==> config.mk <==
export PLATFORM = sky130hd
export DESIGN_NAME = reg_share_arb
export DESIGN_NICKNAME = d
export VERILOG_FILES = /design/src/rtl/reg_share_arb.sv
export SDC_FILE = /design/constraint.sdc
export NUM_CORES = 1
export LEC_CHECK = 0
export CORE_MARGIN = 1.5
export CORE_UTILIZATION = 49
export CTS_BUF_LIST = sky130_fd_sc_hd__clkbuf_4
export DETAILED_ROUTE_END_ITERATION = 10
export GPL_ROUTABILITY_DRIVEN = 1
export GPL_TIMING_DRIVEN = 0
export PLACE_DENSITY = 0.89
export SYNTH_ARGS = -nofsm -noshare
export SYNTH_HDL_FRONTEND = slang
export SYNTH_SLANG_ARGS = --single-unit
==> constraint.sdc <==
create_clock -name clk -period 4.45 [get_ports clk]
set_input_delay 0.89 -clock clk [delete_from_list [all_inputs] [get_ports clk]]
set_output_delay 0.89 -clock clk [all_outputs]
set_load 0.02 [all_outputs]
==> src/rtl/reg_share_arb.sv <==
// Round-robin arbiter that lets one of four requesters load a shared register and then holds ownership for HOLD cycles.
// Optional grant counter output gnt_cnt is enabled by defining REG_SHARE_ARB_CNT_EN.
module reg_share_arb #(
    parameter int WIDTH = 8,
    parameter int HOLD  = 2
) (
    input  logic                 clk,
    input  logic                 reset,
    input  logic [3:0]           req,
    input  logic [4*WIDTH-1:0]   din,
    output logic [3:0]           gnt,
    output logic [WIDTH-1:0]     q,
    output logic [1:0]           owner,
`ifdef REG_SHARE_ARB_CNT_EN
    output logic                 busy,
    output logic [7:0]           gnt_cnt
`else
    output logic                 busy
`endif
);

    typedef enum logic [1:0] {
        ST_IDLE  = 2'd0,
        ST_GRANT = 2'd1,
        ST_HOLD  = 2'd2
    } state_t;

    state_t             state_q, state_d;
    logic [3:0]         gnt_q, gnt_d;
    logic [WIDTH-1:0]   q_q, q_d;
    logic [1:0]         owner_q, owner_d;
    logic [1:0]         ptr_q, ptr_d;
    logic [3:0]         cnt_q, cnt_d;
    logic               busy_q, busy_d;
    logic               win_found;
    logic [1:0]         win_idx;

    // Scan starts one past the last winner so every requester gets a turn.
    always_comb begin
        win_found = 1'b0;
        win_idx   = 2'd0;
        for (int k = 1; k <= 4; k++) begin
            if (!win_found && req[ptr_q + 2'(k)]) begin
                win_found = 1'b1;
                win_idx   = ptr_q + 2'(k);
            end
        end
    end

    always_comb begin
        state_d = state_q;
        gnt_d   = 4'b0000;
        q_d     = q_q;
        owner_d = owner_q;
        ptr_d   = ptr_q;
        cnt_d   = cnt_q;
        busy_d  = busy_q;
        case (state_q)
            ST_IDLE: begin
                busy_d = 1'b0;
                if (win_found) begin
                    state_d = ST_GRANT;
                    gnt_d   = 4'b0001 << win_idx;
                    q_d     = din[win_idx*WIDTH +: WIDTH];
                    owner_d = win_idx;
                    ptr_d   = win_idx;
                    busy_d  = 1'b1;
                end
            end
            ST_GRANT: begin
                if (HOLD > 0) begin
                    state_d = ST_HOLD;
                    cnt_d   = 4'(HOLD);
                    busy_d  = 1'b1;
                end else begin
                    state_d = ST_IDLE;
                    busy_d  = 1'b0;
                end
            end
            ST_HOLD: begin
                // A count of 1 marks the final hold cycle.
                if (cnt_q <= 4'd1) begin
                    state_d = ST_IDLE;
                    cnt_d   = 4'd0;
                    busy_d  = 1'b0;
                end else begin
                    cnt_d   = cnt_q - 4'd1;
                    busy_d  = 1'b1;
                end
            end
            default: begin
                state_d = ST_IDLE;
                cnt_d   = 4'd0;
                busy_d  = 1'b0;
            end
        endcase
    end

    always_ff @(posedge clk or posedge reset) begin
        if (reset) begin
            state_q <= ST_IDLE;
            gnt_q   <= 4'b0000;
            q_q     <= '0;
            owner_q <= 2'd0;
            ptr_q   <= 2'd3;
            cnt_q   <= 4'd0;
            busy_q  <= 1'b0;
        end else begin
            state_q <= state_d;
            gnt_q   <= gnt_d;
            q_q     <= q_d;
            owner_q <= owner_d;
            ptr_q   <= ptr_d;
            cnt_q   <= cnt_d;
            busy_q  <= busy_d;
        end
    end

    assign gnt   = gnt_q;
    assign q     = q_q;
    assign owner = owner_q;
    assign busy  = busy_q;

`ifdef REG_SHARE_ARB_CNT_EN
    logic [7:0] gnt_cnt_q, gnt_cnt_d;

    always_comb begin
        gnt_cnt_d = gnt_cnt_q;
        if ((gnt_d != 4'b0000) && (gnt_cnt_q != 8'hFF)) begin
            gnt_cnt_d = gnt_cnt_q + 8'd1;
        end
    end

    always_ff @(posedge clk or posedge reset) begin
        if (reset) begin
            gnt_cnt_q <= 8'd0;
        end else begin
            gnt_cnt_q <= gnt_cnt_d;
        end
    end

    assign gnt_cnt = gnt_cnt_q;
`endif

endmodule

* After elaboration in Yosys (flattened, before gate mapping)
Cells that the tools add are included.
** Operators by class
- Add/subtract/negate cells :: 4
- Multipliers :: 0
- Div/mod/pow operators :: 0
- Magnitude comparators :: 5
- Eq/ne operators :: 4
- Shift-type cells :: 2
- Muxes and demuxes :: 26
- Bitwise gates (word level) :: 0
- Reductions and logical operators :: 9
** Operator list (number)
- $shiftx 32x6->8 :: 1
- $lt 2x3->1 const B :: 4
- $mux 2 :: 6
- $mux 4 :: 3
- $pmux 4 s3 :: 1
- $mux 1 :: 10
- $bmux 1 s2 :: 4
- $pmux 2 s3 :: 1
- $add 2x2->2 const B :: 2
- $le 4x1->1 const B :: 1
- $ne 2x2->1 const B :: 2
- $reduce_and 2->1 :: 2
- $shl 1x2->4 const A :: 1
- $sub 4x1->4 const B :: 1
- $logic_and 1x1->1 :: 3
- $logic_not 1->1 :: 3
- $pmux 1 s3 :: 1
- $add 2x1->2 const B :: 1
- $eq 2x1->1 const B :: 1
- $eq 2x2->1 const B :: 1
- $logic_not 2->1 :: 1
** Storage, ports and cells
- Register bits :: 23
- Latch bits :: 0
- Bits in writable memories :: 0
- Bits in read-only memories :: 0
- Output and inout port bits :: 15
- Logic and storage cells :: 57
- Memories kept :: 0

* Depth between registers and ports, before layout
Gate-level depths: netlist of the first run.
- Word-level depth :: 16
- Gate-level depth with buffers :: 7

* Least setup slack after synthesis of the first run
OpenSTA, ideal clock, no wires.
- Kind :: input -> register
- Start :: input req[3]
- End :: register q_q[4] (netlist: q[4])
- Arrival time :: 1943 ps
- Required time :: 4322 ps
- Slack :: 2379 ps
- Stages :: 7
- Buffers on the path :: 3
- Cell sequence :: buf_2 nor4_2 nor2b_1 buf_2 buf_2 o21ai_0 o22ai_1
** Between the ends
- Longest elaborated chain between the ends :: 13
- Elaborated cells between the ends (all ways) :: 24
- Classes of those cells :: shift (1); mux (16); reduce/logical (7)
** Ends and longest elaborated chain
- from (decl) :: RTL line 9 : input logic [3:0] req,
- $bmux 1 s2 :: RTL line 43 : if (!win_found && req[ptr_q + 2'(k)]) begin
- $mux 1 (implied by the code) :: RTL line 43
- $mux 1 :: RTL line 43
- $logic_not 1->1 :: RTL line 43
- $logic_and 1x1->1 :: RTL line 43
- $mux 1 :: RTL line 43
- $logic_not 1->1 :: RTL line 43
- $logic_and 1x1->1 :: RTL line 43
- $mux 1 :: RTL line 43
- $logic_not 1->1 :: RTL line 43
- $logic_and 1x1->1 :: RTL line 43
- $mux 2 / $mux 1 (equally long branches) :: RTL line 43
- $shiftx 32x6->8 / $reduce_and 2->1 (equally long branches)
- to (signal assigned) :: RTL line 111 : q_q <= q_d;
- to (decl) :: RTL line 30 : logic [WIDTH-1:0] q_q, q_d;
Several ways; a longest one is shown, not always the timed one. The select of a mux whose other input is x is not followed.
A chain may end at the register's enable or synchronous reset.

* Final worst setup path of the first run
- Start :: input req[1]
- End :: register q_q[1] (netlist: q[1])
Same word-level chain as after synthesis.

==> impl_metrics.py, run 1 <==
metrics = {
    "synth": {
        "yosysWarnings": 0,
        "yosys_register_bits": 23,
        "yosysUniqueCellTypes": 36,
        "synth_edf_count": 0,
        "synth.net_count": 190,
        "seq_area_frac_synth": 0.418,
        "synth-async-reset-ratio": 1.00,
        "synth.area.top_cells": "dfrtp_1, mux2i_1, ha_1",
        "syn_area_mm2": 0.00138,
        "synth_top_area_cell": "dfrtp_1",
        "synth.top_cell.area_share": 0.380,
        "postSynthCellCount": 146,
        "ys.flop_type": "dfrtp_1",
        "synth.avg_cell_area_um2": 9.48,
    },
    "clocking": {
        "cts.clk_slew.worst_paths_ns": 0.14,
        "post_cts_resized": 0,
        "hold_buffers": 0,
        "cts.sinks": 23,
        "cts_root_buf": "clkbuf_4",
        "clock_latency_ns": 0.33,
        "clockBufferDepth": 2,
        "cts_setup_buffers": 0,
        "cts.htree.levels": 1,
        "cts_tree": "yes",
        "cts-buffers-inserted": 3,
    },
    "pwr": {
        "switching_share": 0.439,
        "ir_drop_v": 0.000447,
        "combPwrFrac": 0.617,
        "p_leak_nw": 0.861,
        "total_power_w": 0.00120,
        "cellPowerDensity_mw_per_mm2": 611,
        "p_int_w": 0.000673,
        "p_sw_w": 0.000526,
        "p_seq_frac": 0.294,
        "power.share.clock": 0.089,
    },
    "timing": {
        "worst_pin_slew_ns": 0.897,
        "finalHoldViolations": 0,
        "setup_viol": 0,
        "max_freq_ghz": 0.410,
        "maxSlewViolCount": 0,
        "rsz0062_at_grt": "no",
        "clock_skew_ns": 0.00416,
        "setup_tns_ns": 0,
        "finalCritPeriodShare": 0.548,
        "min_period_ns": 2.44,
        "max-slew-margin-rel": 0.402,
        "whs_ns": 0.501,
    },
    "grt": {
        "grt_pass1_wl_um": 5980,
        "grt_pass1_vias": 1338,
        "overflow": 0,
        "grt_usage": 0.244,
        "antenna_found_initial": 0,
        "grt_max_degree": 24,
    },
    "drt": {
        "drt_iter0_drc": 63,
        "num_vias": 1336,
        "wl_per_cell_um": 15.5,
        "drc": 0,
        "drtPass1Iterations": 4,
        "ant_nets": 0,
        "wl_um": 3590,
        "via_per_inst": 5.76,
    },
    "setup_path": {
        "crit_chain": "clkdlybuf4s50_1, o21ai_1, o21ai_1, a221oi_2, o21ai_0, o22ai_1",
        "crit_start": "req[1]",
        "cp_max_fo": 10,
        "worst-setup-path-type": "input pin to flip-flop",
        "required_ns": 4.71,
        "cp_num_buf_inv": 1,
        "cp-start-kind": "input pin",
        "endpoint": "q[1]",
        "crit_arrival_ns": 2.70,
        "crit_family": "compound AO/OA/AOI/OAI gates",
        "rr_worst_depth": 5,
        "crit_cells": 6,
        "cp-end-kind": "flip-flop",
        "cp_slowest_cell": "a221oi_2",
        "r2r_slack_ns": 2.56,
        "r2r_start": "ptr_q[1]",
        "crit_top_cell": "o21ai_1",
        "max_stage_delay_ns": 0.58,
        "r2r_end": "q[1]",
    },
    "die": {
        "die_area_mm2": 0.00315,
        "fp.dieH_um": 56.1,
        "die_w_um": 56.1,
        "start_util": 0.511,
        "ioPinCount": 53,
        "rows": 19,
        "core_area_mm2": 0.00271,
    },
    "finish": {
        "fin_area_mm2": 0.00196,
        "drive_gt1_frac": 0.0995,
        "fin_nets": 246,
        "n_antenna_cell": 0,
        "synthToLayoutAreaGrowth_pct": 41.9,
        "fill_cells": 207,
    },
    "placement": {
        "port_buffers": 51,
        "gp_congestion": 0.774,
        "post_dp_cell_area_mm2": 0.00193,
        "hpwl_um": 2720,
    },
    "run": {
        "drv_cap": 0,
    },
    "hold_path": {
        "hp-class": "flip-flop to flip-flop",
    },
    "run_status": {
        "outcome": "finished clean",
    },
}
## worst register-to-register path: stages, from the launching register on
cell	delay [ns]
dfstp_2	0.54
clkbuf_2	0.21
nor2_1	0.10
a221oi_2	0.60
o21ai_0	0.20
o22ai_1	0.17
## registers in the layout, summed over array words and instances, names as in the netlist
register and count:
q 8, ptr_q 2, cnt_q 4, gnt 4
state_q 2, busy 1, owner 2
## cells in the final DEF, fill, tap and decap left out, drive strengths merged, types with 2 or more instances in the layout
master	synthesis	routed
dfstp	2	2
o21a	2	2
a21o	3	3
inv	7	7
ha	6	6
o21ai	14	14
clkbuf	2	5
clkdlybuf4s50	0	51
nor2	15	15
and2	2	2
a221oi	9	9
mux2i	9	9
o22ai	8	8
a21oi	7	7
nand2b	3	3
nor3	3	3
dfrtp	21	21
buf	8	8
nand2	12	12
## stage by stage
| step | worst slack [ns] | cells | util |
|---|---|---|---|
| after floorplan | 2.38 | 146 | - |
| after global placement | 1.73 | 228 | 0.713 |
| after detailed placement | 1.71 | 228 | 0.713 |
| after CTS | 2.07 | 232 | 0.724 |
| after global routing | 1.84 | 232 | 0.724 |
| final | 2.01 | 232 | 0.724 |
## worst min path at each step
stage               startpoint       end  slack (ns)  depth (start not counted)
finish                owner[1]  owner[1]        0.50                          2
CTS                   owner[1]  owner[1]        0.51                          2
global placement      owner[1]  owner[1]        0.46                          2
floorplan             cnt_q[1]  cnt_q[1]        0.47                          2
detailed placement    owner[1]  owner[1]        0.47                          2
global route          owner[1]  owner[1]        0.55                          2
## power groups by stage
stage / Clock, W / Sequential, W / Combinational (W)
final: 0.000107 / 0.000353 / 0.000740
after CTS: 0.000110 / 0.000352 / 0.000738
after global routing: 0.000113 / 0.000364 / 0.000812
after floorplan: 0 / 0.000423 / 0.000406
after global placement: 0 / 0.000351 / 0.000709
after detailed placement: 0 / 0.000356 / 0.000736
## synth_stat cells, drive strengths merged (3+ instances only)
cell type	number
ha	6
o21ai	14
a221oi	9
mux2i	9
nor3	3
a21oi	7
nand2	12
a21o	3
dfrtp	21
buf	8
o22ai	8
nor2	15
nand2b	3
inv	7
## area by class of cell
class                           count  area (um^2)  share of cell area
Buffer                             10         63.8              0.0325
Clock buffer                        3         22.5              0.0115
Clock inverter                      1         7.51             0.00382
Inverter                            7         26.3              0.0134
Multi-Input combinational cell    106          716               0.365
Sequential cell                    23          578               0.294
Tap cell                           31         38.8              0.0198
Timing Repair Buffer               51          510               0.260
## kinds of logic (layout without fill, tap and decap cells)
family / after synthesis / after routing / synth area share
AO/OA/AOI/OAI: 49 / 49 / 0.252
adder cells (fa/ha/maj): 6 / 6 / 0.0542
buffers and inverters: 17 / 72 / 0.0651
flip-flops: 23 / 23 / 0.418
multiplexers: 9 / 9 / 0.0651
AND/OR/NAND/NOR: 42 / 42 / 0.146
## routing by layer
| layer | GRT usage | vias to the layer above | wire, um |
|---|---|---|---|
| met5 | 0 | - | 0 |
| met4 | 0.112 | 0 | 62 |
| li1 | - | 640 | - |
| met1 | 0.314 | 644 | 1500 |
| met3 | 0.0326 | 8 | 151 |
| met2 | 0.408 | 44 | 1880 |
(Power assumes the default switching activity.)
==> run 2: changes to the inputs <==
- CORE_UTILIZATION: 49 -> 45
- PLACE_DENSITY: 0.89 -> 0.83
- clock period: 4.45 -> 2.38 ns (I/O delays scaled with it)
==> impl_metrics.py, run 2 (synthesis results as in run 1) <==
metrics = {
    "run_status": {
        "outcome": "finished clean",
    },
    "grt": {
        "grt_pass1_vias": 1347,
        "grt_max_degree": 24,
        "grt.busiest_layer": "met2",
        "overflow": 0,
        "grt_pass1_wl_um": 6230,
        "grt_usage": 0.239,
        "use_met1": 0.310,
        "gr-usage-met2": 0.421,
        "antenna_found_initial": 0,
        "met3_usage": 0.0264,
    },
    "finish": {
        "final_common_cell": "clkdlybuf4s50_1",
        "drive_gt1_frac": 0.0995,
        "synthToLayoutAreaGrowth_pct": 41.9,
        "final_util": 0.694,
        "largest_reg_flops": 8,
        "fin_nets": 246,
        "mostFrequentLayoutCells": "clkdlybuf4s50_1, dfrtp_1, nor2_1",
        "n_antenna_cell": 0,
        "fin_area_mm2": 0.00196,
    },
    "clocking": {
        "cts.clk_slew.worst_paths_ns": 0.12,
        "cts.htree.levels": 1,
        "cts_root_buf": "clkbuf_4",
        "cts-buffers-inserted": 3,
        "clock_latency_ns": 0.30,
        "post_cts_resized": 0,
        "cts_setup_buffers": 0,
        "cts_tree": "yes",
        "hold_buffers": 0,
        "clockBufferDepth": 2,
        "cts.sinks": 23,
    },
    "die": {
        "die_w_um": 58.5,
        "core_area_mm2": 0.00283,
        "start_util": 0.489,
        "ioPinCount": 53,
        "rows": 19,
        "die_area_mm2": 0.00342,
        "fp.dieH_um": 58.5,
    },
    "setup_path": {
        "cp-end-kind": "flip-flop",
        "crit_arrival_ns": 2.39,
        "cp-start-kind": "input pin",
        "required_ns": 2.60,
        "cp_max_fo": 10,
        "worst-setup-path-type": "input pin to flip-flop",
    },
    "placement": {
        "post_dp_cell_area_mm2": 0.00193,
        "place_ws_ns": -0.00676,
        "port_buffers": 51,
        "gp_congestion": 0.778,
        "hpwl_um": 2860,
    },
    "timing": {
        "max-slew-margin-rel": 0.416,
        "finalHoldViolations": 0,
        "finalCritPeriodShare": 0.910,
        "setup_tns_ns": 0,
        "min_period_ns": 2.16,
        "max_freq_ghz": 0.462,
        "worst_pin_slew_ns": 0.875,
        "setup_viol": 0,
        "rsz0062_at_grt": "no",
        "clock_skew_ns": 0.00133,
        "setup_ws_ns": 0.215,
        "maxSlewViolCount": 0,
    },
    "drt": {
        "drtPass1Iterations": 4,
        "via_per_inst": 5.79,
        "wl_um": 3830,
        "wl_per_cell_um": 16.5,
        "ant_nets": 0,
        "num_vias": 1343,
        "drt_iter0_drc": 63,
        "drc": 0,
    },
    "run": {
        "drv_cap": 0,
    },
    "pwr": {
        "total_power_w": 0.00224,
        "p_leak_nw": 0.865,
        "cellPowerDensity_mw_per_mm2": 1140,
        "ir_drop_v": 0.000649,
    },
    "hold_path": {
        "hp-class": "flip-flop to flip-flop",
    },
}
==> run 2: cell types whose count changed in the layout (fill, tap and decap cells not counted) <==
cell / change
clkinvlp_4: -1
clkbuf_4: +1
==> run 2: metrics by stage <==
step | std cells | hold slack, ns
final | 232 | 0.506
after global routing | 232 | 0.542
after CTS | 232 | 0.517
after detailed placement | 228 | 0.471
after global placement | 228 | 0.469
after floorplan | 146 | 0.468
==> run 2: cell type report <==
type | count | area [um^2]
repair buffers | 51 | 510
inverters | 7 | 26.3
clock buffers | 4 | 30.0
flip-flops and latches | 23 | 578
fillers | 251 | 866
multi-input cells | 106 | 716
plain buffers | 10 | 63.8
well taps | 31 | 38.8
==> run 2: critical path, stage by stage <==
cell	delay, ns
clkdlybuf4s50_1	0.56
o21ai_1	0.18
o21ai_1	0.10
a221oi_2	0.64
o21ai_0	0.25
o22ai_1	0.19
==> run 2: final timing paths <==
| path | start | endpoint | slack (ns) | depth (start not counted) |
|---|---|---|---|---|
| worst max register to register | ptr_q[0] | q[6] | 0.36 | 6 |
| worst min-delay path | owner[1] | owner[1] | 0.51 | 2 |
| min in group asynchronous | reset | cnt_q[0] | 0.64 | 2 |
| max in group asynchronous | reset | cnt_q[3] | 1.20 | 2 |
| worst max-delay path | req[1] | q[6] | 0.22 | 6 |
| worst min register to register | owner[1] | owner[1] | 0.51 | 2 |
==> run 2: metal layers <==
| metal | wire length (um) | share of wire |
|---|---|---|
| met3 | 167 | 0.044 |
| met5 | 0 | 0 |
| met2 | 2010 | 0.52 |
| met4 | 63 | 0.016 |
| met1 | 1590 | 0.41 |
==> run 2: power breakdown <==
group	internal [W]	leakage (nW)	switching, W
logic	0.000631	0.569	0.000761
registers	0.000564	0.278	0.0000975
clock network	0.0000766	0.0184	0.000111
==> run 3: changes to the inputs <==
- CTS_CLUSTER_SIZE: unset -> 10
- clock period: 2.38 -> 2.2 ns (I/O delays scaled with it)
==> impl_metrics.py, run 3 (synthesis results as in run 1) <==
metrics = {
    "die": {
        "die_area_mm2": 0.00342,
        "die_w_um": 58.5,
        "ioPinCount": 53,
        "rows": 19,
        "fp.dieH_um": 58.5,
        "core_area_mm2": 0.00283,
        "start_util": 0.489,
    },
    "finish": {
        "fill_cells": 249,
        "synthToLayoutAreaGrowth_pct": 42.7,
        "fin_nets": 246,
        "mostFrequentLayoutCells": "clkdlybuf4s50_1, dfrtp_1, nor2_1",
        "largest_reg_flops": 8,
        "final_util": 0.698,
        "n_antenna_cell": 0,
        "final_common_cell": "clkdlybuf4s50_1",
        "drive_gt1_frac": 0.0995,
    },
    "placement": {
        "gp_congestion": 0.778,
        "hpwl_um": 2860,
        "place_ws_ns": -0.151,
        "port_buffers": 51,
    },
    "grt": {
        "grt_usage": 0.239,
        "overflow": 0,
        "grt_pass1_vias": 1347,
        "antenna_found_initial": 0,
        "grt_max_degree": 24,
        "grt_pass1_wl_um": 6230,
    },
    "clocking": {
        "clock_latency_ns": 0.30,
        "cts_tree": "yes",
        "clockBufferDepth": 2,
        "cts.clk_slew.worst_paths_ns": 0.12,
        "cts-buffers-inserted": 3,
        "cts.sinks": 23,
        "hold_buffers": 0,
        "cts_root_buf": "clkbuf_4",
        "cts.htree.levels": 1,
    },
    "setup_path": {
        "worst-setup-path-type": "input pin to flip-flop",
        "required_ns": 2.39,
        "cp-start-kind": "input pin",
        "crit_arrival_ns": 2.17,
        "cp-end-kind": "flip-flop",
        "cp_max_fo": 10,
    },
    "timing": {
        "clock_skew_ns": 0.00205,
        "worst_pin_slew_ns": 0.891,
        "finalHoldViolations": 0,
        "max-slew-margin-rel": 0.406,
        "rsz0062_at_grt": "no",
        "max_freq_ghz": 0.503,
        "finalCritPeriodShare": 0.903,
        "setup_ws_ns": 0.213,
        "setup_viol": 0,
        "maxSlewViolCount": 0,
        "min_period_ns": 1.99,
    },
    "pwr": {
        "switching_share": 0.432,
        "p_seq_frac": 0.294,
        "p_leak_nw": 0.867,
        "p_sw_w": 0.00105,
        "cellPowerDensity_mw_per_mm2": 1230,
        "combPwrFrac": 0.623,
        "ir_drop_v": 0.000703,
        "power.share.clock": 0.083,
        "p_int_w": 0.00138,
    },
    "hold_path": {
        "hp-class": "flip-flop to flip-flop",
    },
    "drt": {
        "wl_per_cell_um": 16.4,
        "via_per_inst": 5.80,
        "drt_iter0_drc": 73,
        "num_vias": 1345,
        "drc": 0,
        "wl_um": 3820,
        "ant_nets": 0,
        "drtPass1Iterations": 4,
    },
    "run": {
        "drv_cap": 0,
    },
    "run_status": {
        "outcome": "finished clean",
    },
}
[run 3: worst paths after layout]
path | slack, ns | cells after the start | start | endpoint
setup reg to reg | 0.33 | 7 | ptr_q[1] | q[6]
hold reg to reg | 0.51 | 2 | owner[1] | owner[1]
min in group asynchronous | 0.62 | 2 | reset | cnt_q[0]
max in group asynchronous | 1.04 | 2 | reset | q[0]
setup / recovery | 0.21 | 7 | req[2] | q[6]
hold / removal | 0.51 | 2 | owner[1] | owner[1]
[run 3: worst max-delay path, stage by stage]
cell	delay, ns
clkdlybuf4s50_1	0.51
nor4_2	0.45
nor2b_1	0.08
buf_2	0.17
buf_2	0.19
o21ai_0	0.21
o22ai_1	0.11
[run 3: area by class of cell]
cell class                      instances  area [um^2]  area share
Sequential cell                        23          578       0.293
Clock buffer                            4         30.0      0.0152
Tap cell                               31         38.8      0.0196
Buffer                                 10         63.8      0.0323
Timing Repair Buffer                   51          510       0.259
Multi-Input combinational cell        106          727       0.368
Inverter                                7         26.3      0.0133
[run 3: metal layers]
metal | part of all wire | up-vias | global-route usage
li1 | - | 640 | -
met1 | 0.40 | 656 | 0.310
met2 | 0.54 | 43 | 0.421
met3 | 0.041 | 6 | 0.0264
met4 | 0.017 | 0 | 0.0664
met5 | 0 | - | 0
[run 3: metrics by stage]
step                      TNS (ns)  instance area [um^2]  hold slack [ns]  total power [W]  instances
after floorplan                  0                  1380            0.440          0.00168        146
after global placement      -0.293                  1930            0.469          0.00215        228
after detailed placement    -0.604                  1930            0.471          0.00221        228
after CTS                        0                  1960            0.517          0.00243        232
after global routing             0                  1970            0.542          0.00263        232
final                            0                  1970            0.505          0.00244        232
[run 3: what timing repair did]
action / 4_1_cts / 5_1_grt
buffers inserted: 0 / 0
endpoints found under the hold margin: 0 / 0
setup endpoints to repair: 0 / 1
gates resized for setup: 0 / 1
[run 3: power by group through the flow]
stage / clock network (W) / logic (W) / registers [W]
finish: 0.000203 / 0.00152 / 0.000716
global route: 0.000227 / 0.00166 / 0.000736
CTS: 0.000209 / 0.00150 / 0.000714
detailed placement: 0 / 0.00149 / 0.000720
global placement: 0 / 0.00144 / 0.000709
floorplan: 0 / 0.000821 / 0.000856
